File: src/rtl/seven_seg_scanner.sv
// seven_seg_scanner: time-multiplexed hex 7-segment driver with tear-free frame commit
module seven_seg_scanner #(
   parameter int DIGITS       = 4,
   parameter int REFRESH_DIV  = 50000,
   parameter int BLINK_FRAMES = 64
) (
   input  logic                  clk,
   input  logic                  rst,
   input  logic [4*DIGITS-1:0]   value_in,
   input  logic                  load,
   input  logic [DIGITS-1:0]     dp_in,
   input  logic [DIGITS-1:0]     blink_en,
   input  logic                  blank_lz,
   output logic [6:0]            seg_out,
   output logic                  dp_out,
   output logic [DIGITS-1:0]     an_out,
   output logic                  frame_tick
);
   localparam int PW = REFRESH_DIV > 1 ? $clog2(REFRESH_DIV) : 1;
   localparam int IW = DIGITS > 1 ? $clog2(DIGITS) : 1;
   localparam int BW = BLINK_FRAMES > 1 ? $clog2(BLINK_FRAMES) : 1;
   localparam int SW = 6 * DIGITS;

   logic [PW-1:0]       pcnt;
   logic [IW-1:0]       idx;
   logic [BW-1:0]       fcnt;
   logic                phase;
   logic [SW-1:0]       pend, act;
   logic [4*DIGITS-1:0] act_val;
   logic [DIGITS-1:0]   act_dp, act_bl;
   logic                slot_end, boundary, last_frame;
   logic [3:0]          nib;
   logic                zero_above, lz_blank, blinked;

   function automatic logic [6:0] decode(input logic [3:0] n);
      case (n)
         4'h0: decode = 7'b0000001;
         4'h1: decode = 7'b1001111;
         4'h2: decode = 7'b0010010;
         4'h3: decode = 7'b0000110;
         4'h4: decode = 7'b1001100;
         4'h5: decode = 7'b0100100;
         4'h6: decode = 7'b0100000;
         4'h7: decode = 7'b0001111;
         4'h8: decode = 7'b0000000;
         4'h9: decode = 7'b0000100;
         4'hA: decode = 7'b0001000;
         4'hB: decode = 7'b1100000;
         4'hC: decode = 7'b0110001;
         4'hD: decode = 7'b1000010;
         4'hE: decode = 7'b0110000;
         4'hF: decode = 7'b0111000;
      endcase
   endfunction

   assign slot_end   = pcnt == PW'(REFRESH_DIV - 1);
   assign boundary   = slot_end && idx == IW'(DIGITS - 1);
   assign last_frame = fcnt == BW'(BLINK_FRAMES - 1);
   assign act_val    = act[SW-1:2*DIGITS];
   assign act_dp     = act[2*DIGITS-1:DIGITS];
   assign act_bl     = act[DIGITS-1:0];
   assign nib        = act_val[4*idx +: 4];
   assign blinked    = phase && act_bl[idx];

   // a digit is a leading zero when it and every more significant nibble are zero; digit 0 always shows
   always_comb begin
      zero_above = 1'b1;
      lz_blank   = 1'b0;
      for (int k = DIGITS - 1; k >= 0; k--) begin
         zero_above = zero_above && act_val[4*k +: 4] == 4'd0;
         if (k == int'(idx)) lz_blank = blank_lz && zero_above && k != 0;
      end
   end

   // slot prescaler, digit index and blink phase (phase flips every BLINK_FRAMES frames)
   always_ff @(posedge clk or posedge rst) begin
      if (rst) begin
         pcnt  <= '0;
         idx   <= '0;
         fcnt  <= '0;
         phase <= 1'b0;
      end else begin
         pcnt <= slot_end ? '0 : pcnt + 1'b1;
         if (slot_end) idx <= boundary ? '0 : idx + 1'b1;
         if (boundary) begin
            fcnt  <= last_frame ? '0 : fcnt + 1'b1;
            phase <= phase ^ last_frame;
         end
      end
   end

   // pending captures every load; active only changes at a frame boundary, bypassing a coincident load
   always_ff @(posedge clk or posedge rst) begin
      if (rst) begin
         pend <= '0;
         act  <= '0;
      end else begin
         if (load) pend <= {value_in, dp_in, blink_en};
         if (boundary) act <= load ? {value_in, dp_in, blink_en} : pend;
      end
   end

   // registered pin drivers so anode and segments always change on the same edge
   always_ff @(posedge clk or posedge rst) begin
      if (rst) begin
         seg_out    <= 7'b1111111;
         dp_out     <= 1'b1;
         an_out     <= '1;
         frame_tick <= 1'b0;
      end else begin
         seg_out    <= (lz_blank || blinked) ? 7'b1111111 : decode(nib);
         dp_out     <= blinked || !act_dp[idx];
         an_out     <= ~(DIGITS'(1) << idx);
         frame_tick <= boundary;
      end
   end
endmodule

File: config.mk
export PLATFORM = sky130hd
export DESIGN_NAME = seven_seg_scanner
export DESIGN_NICKNAME = d
export VERILOG_FILES = /design/src/rtl/seven_seg_scanner.sv
export SDC_FILE = /design/constraint.sdc
export NUM_CORES = 1
export LEC_CHECK = 0
export BUFFER_PORTS_ARGS = -buffer_cell sky130_fd_sc_hd__buf_2
export CORE_MARGIN = 2
export CORE_UTILIZATION = 40
export DETAILED_ROUTE_END_ITERATION = 12
export PLACE_DENSITY = 0.67
export SLEW_MARGIN = 10
export SYNTH_ARGS = -nofsm -noshare
export SYNTH_HDL_FRONTEND = slang
export SYNTH_SLANG_ARGS = --single-unit
File: constraint.sdc
create_clock -name clk -period 2.73 [get_ports clk]
set_clock_uncertainty 0.05 [all_clocks]
set_input_delay 0.546 -clock clk [delete_from_list [all_inputs] [get_ports clk]]
set_output_delay 0.546 -clock clk [all_outputs]
set_load 0.005 [all_outputs]
Yosys cells after proc, flatten, opt, wreduce, memory -nomap -nowiden
Memories as Yosys holds them, arrays and structs flattened.
Index checks and enable logic that the tools add are counted.
- bits in latches: 0
- memories: 1
- memory bits (read-only): 112
- input port bits: 28
- logic and storage cells: 52
- RAM bits: 0
- output and inout bits: 13
- register bits: 86
- multipliers: 0
- eq/ne operators: 6
- add/sub/neg operators: 3
- reduce and logical (&&, ||, !) cells: 14
- shift operators: 2
- magnitude comparators: 1
- div/mod/pow operators: 0
- bitwise gates (word level): 2
- multiplexer cells: 13
- memory list (name ; depth ; bits a word ; rd ports ; clocked after Yosys merged registers in ; write ports ; line ; RTL):
    (no name shown) ; 16 ; 7 ; 1 ; 0 ; 0 ; 36 ; case (n)
- operator list (kind ; count):
    $mux 24 ; 1
    $add 16x1->16 const B ; 1
    $eq 16x16->1 const B ; 1
    $mux 16 ; 1
    $shiftx 16x5->4 ; 1
    $logic_not 4->1 ; 3
    $logic_and 1x1->1 ; 7
    $mux 7 ; 1
    $add 6x1->6 const B ; 1
    $eq 6x6->1 const B ; 1
    $mux 1 ; 6
    $mux 6 ; 1
    $bmux 1 s2 ; 2
    $eq 2x2->1 const A ; 2
    $not 4->4 ; 1
    $shl 1x2->4 const A ; 1
    $lt 2x3->1 const B ; 1
    $add 2x1->2 const B ; 1
    $eq 1x2->1 const A ; 1
    $eq 2x2->1 const B ; 1
    $logic_not 2->1 ; 1
    $logic_or 1x1->1 ; 2
    $mux 2 ; 1
    $logic_not 1->1 ; 1
    $xor 1x1->1 ; 1

Longest topological paths before layout
- depth after elaboration: 8
- depth in mapped cells: 7
- gate-level depth less buffers: 6

Worst setup path before layout
No wires, ideal clock.
- path type: register -> register
- start: register pcnt[5]
- end: register act[10]
- data arrival time: 1.958 ns
- setup slack: 0.597 ns
- buffers on the path: 1
- cell stages (with the launch flop): 5
- cells stage by stage: dfrtp_1 or4b_4 nor4_4 buf_4 mux2_2
- word-level cells in the longest chain between the ends: 2
- RTL lines (item ; line ; RTL):
    from (decl) ; 24 ; logic [PW-1:0] pcnt;
    from (signal assigned) ; 83 ; pcnt <= slot_end ? '0 : pcnt + 1'b1;
    $eq 16x16->1 ; 56 ; assign slot_end = pcnt == PW'(REFRESH_DIV - 1);
    $logic_and 1x1->1 ; 57 ; assign boundary = slot_end && idx == IW'(DIGITS - 1);
    to (signal assigned) ; 99 ; if (boundary) act <= load ? {value_in, dp_in, blink_en} : pend;
    to (decl) ; 28 ; logic [SW-1:0] pend, act;
Every way passes these cells.
A chain may end at the register's enable or synchronous reset.

Worst setup path after layout
- start: register pcnt[5]
- end: register act[13]
Same word-level chain as after synthesis.

==> flow_metrics.py <==
metrics = {
    "routing": {
        "vias_per_cell": 5.05,
        "drt_pre_antenna_iters": 4,
        "ant_nets": 0,
        "drt_iter0_drc": 57,
        "drc_errors": 0,
        "drt-total-wl_um": 6920,
        "wl_per_cell_um": 14.7,
        "vias": 2372,
    },
    "grt": {
        "grt_pass1_wl_um": 12000,
        "grt_usage": 0.146,
        "grt_pass1_vias": 2469,
        "antenna_found_initial": 0,
        "grt.overflow.total": 0,
        "grt_max_degree": 39,
    },
    "yosys": {
        "synth_ff_type": "dfrtp_1",
        "synth_nets": 330,
        "synth_area_mm2": 0.00388,
        "seq_area_frac_synth": 0.558,
        "ys_top_cells_by_count": "dfrtp_1 (74), mux2_2 (51), nand2_1 (13)",
        "avgSynthCellArea_um2": 13.4,
        "synthArstFlopShare": 1.00,
        "synth_cell_type_count": 45,
        "synthTopCellsByArea": "dfrtp_1 (48%), mux2_2 (15%), dfstp_2 (8.1%), mux4_2 (4.1%), ha_1 (3.9%)",
        "synth_top_area_share": 0.477,
        "yosysMostFrequentCell": "dfrtp_1",
        "ys_warn_count": 0,
        "yosysTopAreaCell": "dfrtp_1",
        "yosys_register_bits": 86,
        "syn_inst": 290,
        "synth_edf_count": 0,
    },
    "cts": {
        "htreeDepth": 3,
        "cts_buffer_depth": 2,
        "clkLatencyLatePin_ps": 340,
        "cts_root_buffer": "clkbuf_8",
        "cts_tree": "built",
        "cts-resized-gates": 0,
        "post_cts_buffers": 0,
        "clk_pin_slew_worst_paths_ps": 90,
        "cts.sink_count": 86,
        "cts_buffers": 9,
        "cts_hold_buffers": 0,
    },
    "timing": {
        "grt_setup_unrepaired": "no",
        "hold_viol": 0,
        "fin_setup_tns_ps": 0,
        "worst-slew-pin-transition_ps": 562,
        "fmax_mhz": 444,
        "finalSetupViolCount": 0,
        "relSlewSlack": 0.625,
        "fin_crit_sh": 0.825,
        "finalMaxSlewViolations": 0,
        "finalCriticalPeriod_ps": 2250,
    },
    "critical_path": {
        "endpoint_kind": "flip-flop",
        "worstPathArrival_ps": 2440,
        "worstPathMaxFanout": 34,
        "critPathLaunchType": "flip-flop",
        "timing.rr.start": "pcnt[5]",
        "crit_type": "flip-flop to flip-flop",
        "reg2reg_depth": 4,
        "cp-startpoint": "pcnt[5]",
        "required_ps": 2910,
    },
    "floorplanning": {
        "die_y_um": 103,
        "coreArea_mm2": 0.00933,
        "rows": 35,
        "die_w_um": 103,
        "ioPinCount": 41,
        "dieArea_mm2": 0.0105,
        "initial_utilization": 0.416,
    },
    "power": {
        "p_leak_uw": 0.00203,
        "ir_drop_mv": 0.284,
        "power_density_mw_per_mm2": 556,
    },
    "job": {
        "maxCapViolations": 0,
    },
    "cells_and_area": {
        "num-fill-cells": 859,
        "finalNonFillerCells": 470,
        "area_growth_pct": 15.7,
        "layout.nets": 376,
        "drive_above_1_share": 0.405,
        "n_antenna_cell": 0,
        "fin_util": 0.481,
    },
    "placement": {
        "gp_congestion": 0.837,
        "io_buffers": 40,
        "dp.cells": 454,
        "dp_hpwl_um": 4970,
    },
    "min_path": {
        "min-delay-path-class": "primary input to asynchronous set/reset pin",
    },
    "status": {
        "status": "complete, no violations",
    },
}
-- routing by layer --
layer | share of wire | up-vias | track usage
met2 | 0.51 | 34 | 0.248
li1 | - | 1132 | -
met3 | 0.030 | 5 | 0.0366
met4 | 0.0081 | 0 | 0.0379
met5 | 0 | - | 0
met1 | 0.45 | 1201 | 0.188
-- report_power, final --
group	leakage [µW]	internal, µW	switching [µW]
sequential	0.00109	1310	8.20
combinational	0.000824	51.0	55.9
clock	0.000120	613	461
total	0.00203	1970	525
-- path summary, 6_finish.rpt --
kind	slack (ps)	end
worst max-delay path	480	act[13]
worst max register to register	480	act[13]
min in group clk	400	pend[10]
worst min-delay path	200	frame_tick
max in group asynchronous	1810	seg_out[1]
worst min register to register	410	pcnt[0]
-- layout make-up --
cell class	count	area [µm²]	share of cell area
clock buffers	9	124	0.0276
inverters	12	48.8	0.0109
well taps	129	161	0.0359
multi-input cells	181	1610	0.359
clock inverters	7	120	0.0267
repair buffers	46	258	0.0574
flip-flops and latches	86	2170	0.483
-- per-stage QoR --
stage / hold WS, ps / instance area, µm² / setup WS, ps / power, µW
finish: 201 / 4490 / 479 / 2500
global route: 232 / 4490 / 349 / 2610
CTS: 208 / 4490 / 470 / 2530
detailed placement: 397 / 4250 / 474 / 1450
global placement: 384 / 4250 / 535 / 1450
floorplan: 374 / 3890 / 597 / 1410
-- worst max-delay path: stages, from the launching register on --
cell	delay (ps)
dfrtp_1	420
or4b_4	580
nor4_4	280
buf_4	420
mux2_2	390
-- state kept, by name, summed over array words and instances (netlist names) --
name,count
frame_tick,1
pcnt,16
pend,24
idx,2
seg_out,7
act,24
phase,1
fcnt,6
an_out,4
dp_out,1
-- cell families after synthesis --
family	after synthesis	share of synthesized area
xor+xnor	19	0.0429
simple gates	68	0.101
compound gates	22	0.0393
buf+inv	23	0.0267
mux	60	0.194
flops	86	0.558
fa+ha+maj	12	0.0387
-- placed cells by master (no fill, tap or decap), types with 4 or more instances in the layout --
cell type,instances
mux2_2,51
nor2_1,10
nand4_1,8
a21oi_1,4
nand2_1,13
xnor2_1,11
nor4_1,4
inv_1,11
ha_1,12
mux4_2,7
clkbuf_8,9
buf_2,40
xor2_1,8
nand3_1,10
dfrtp_1,74
dfstp_2,12
buf_4,5
(Power assumes the default switching activity.)
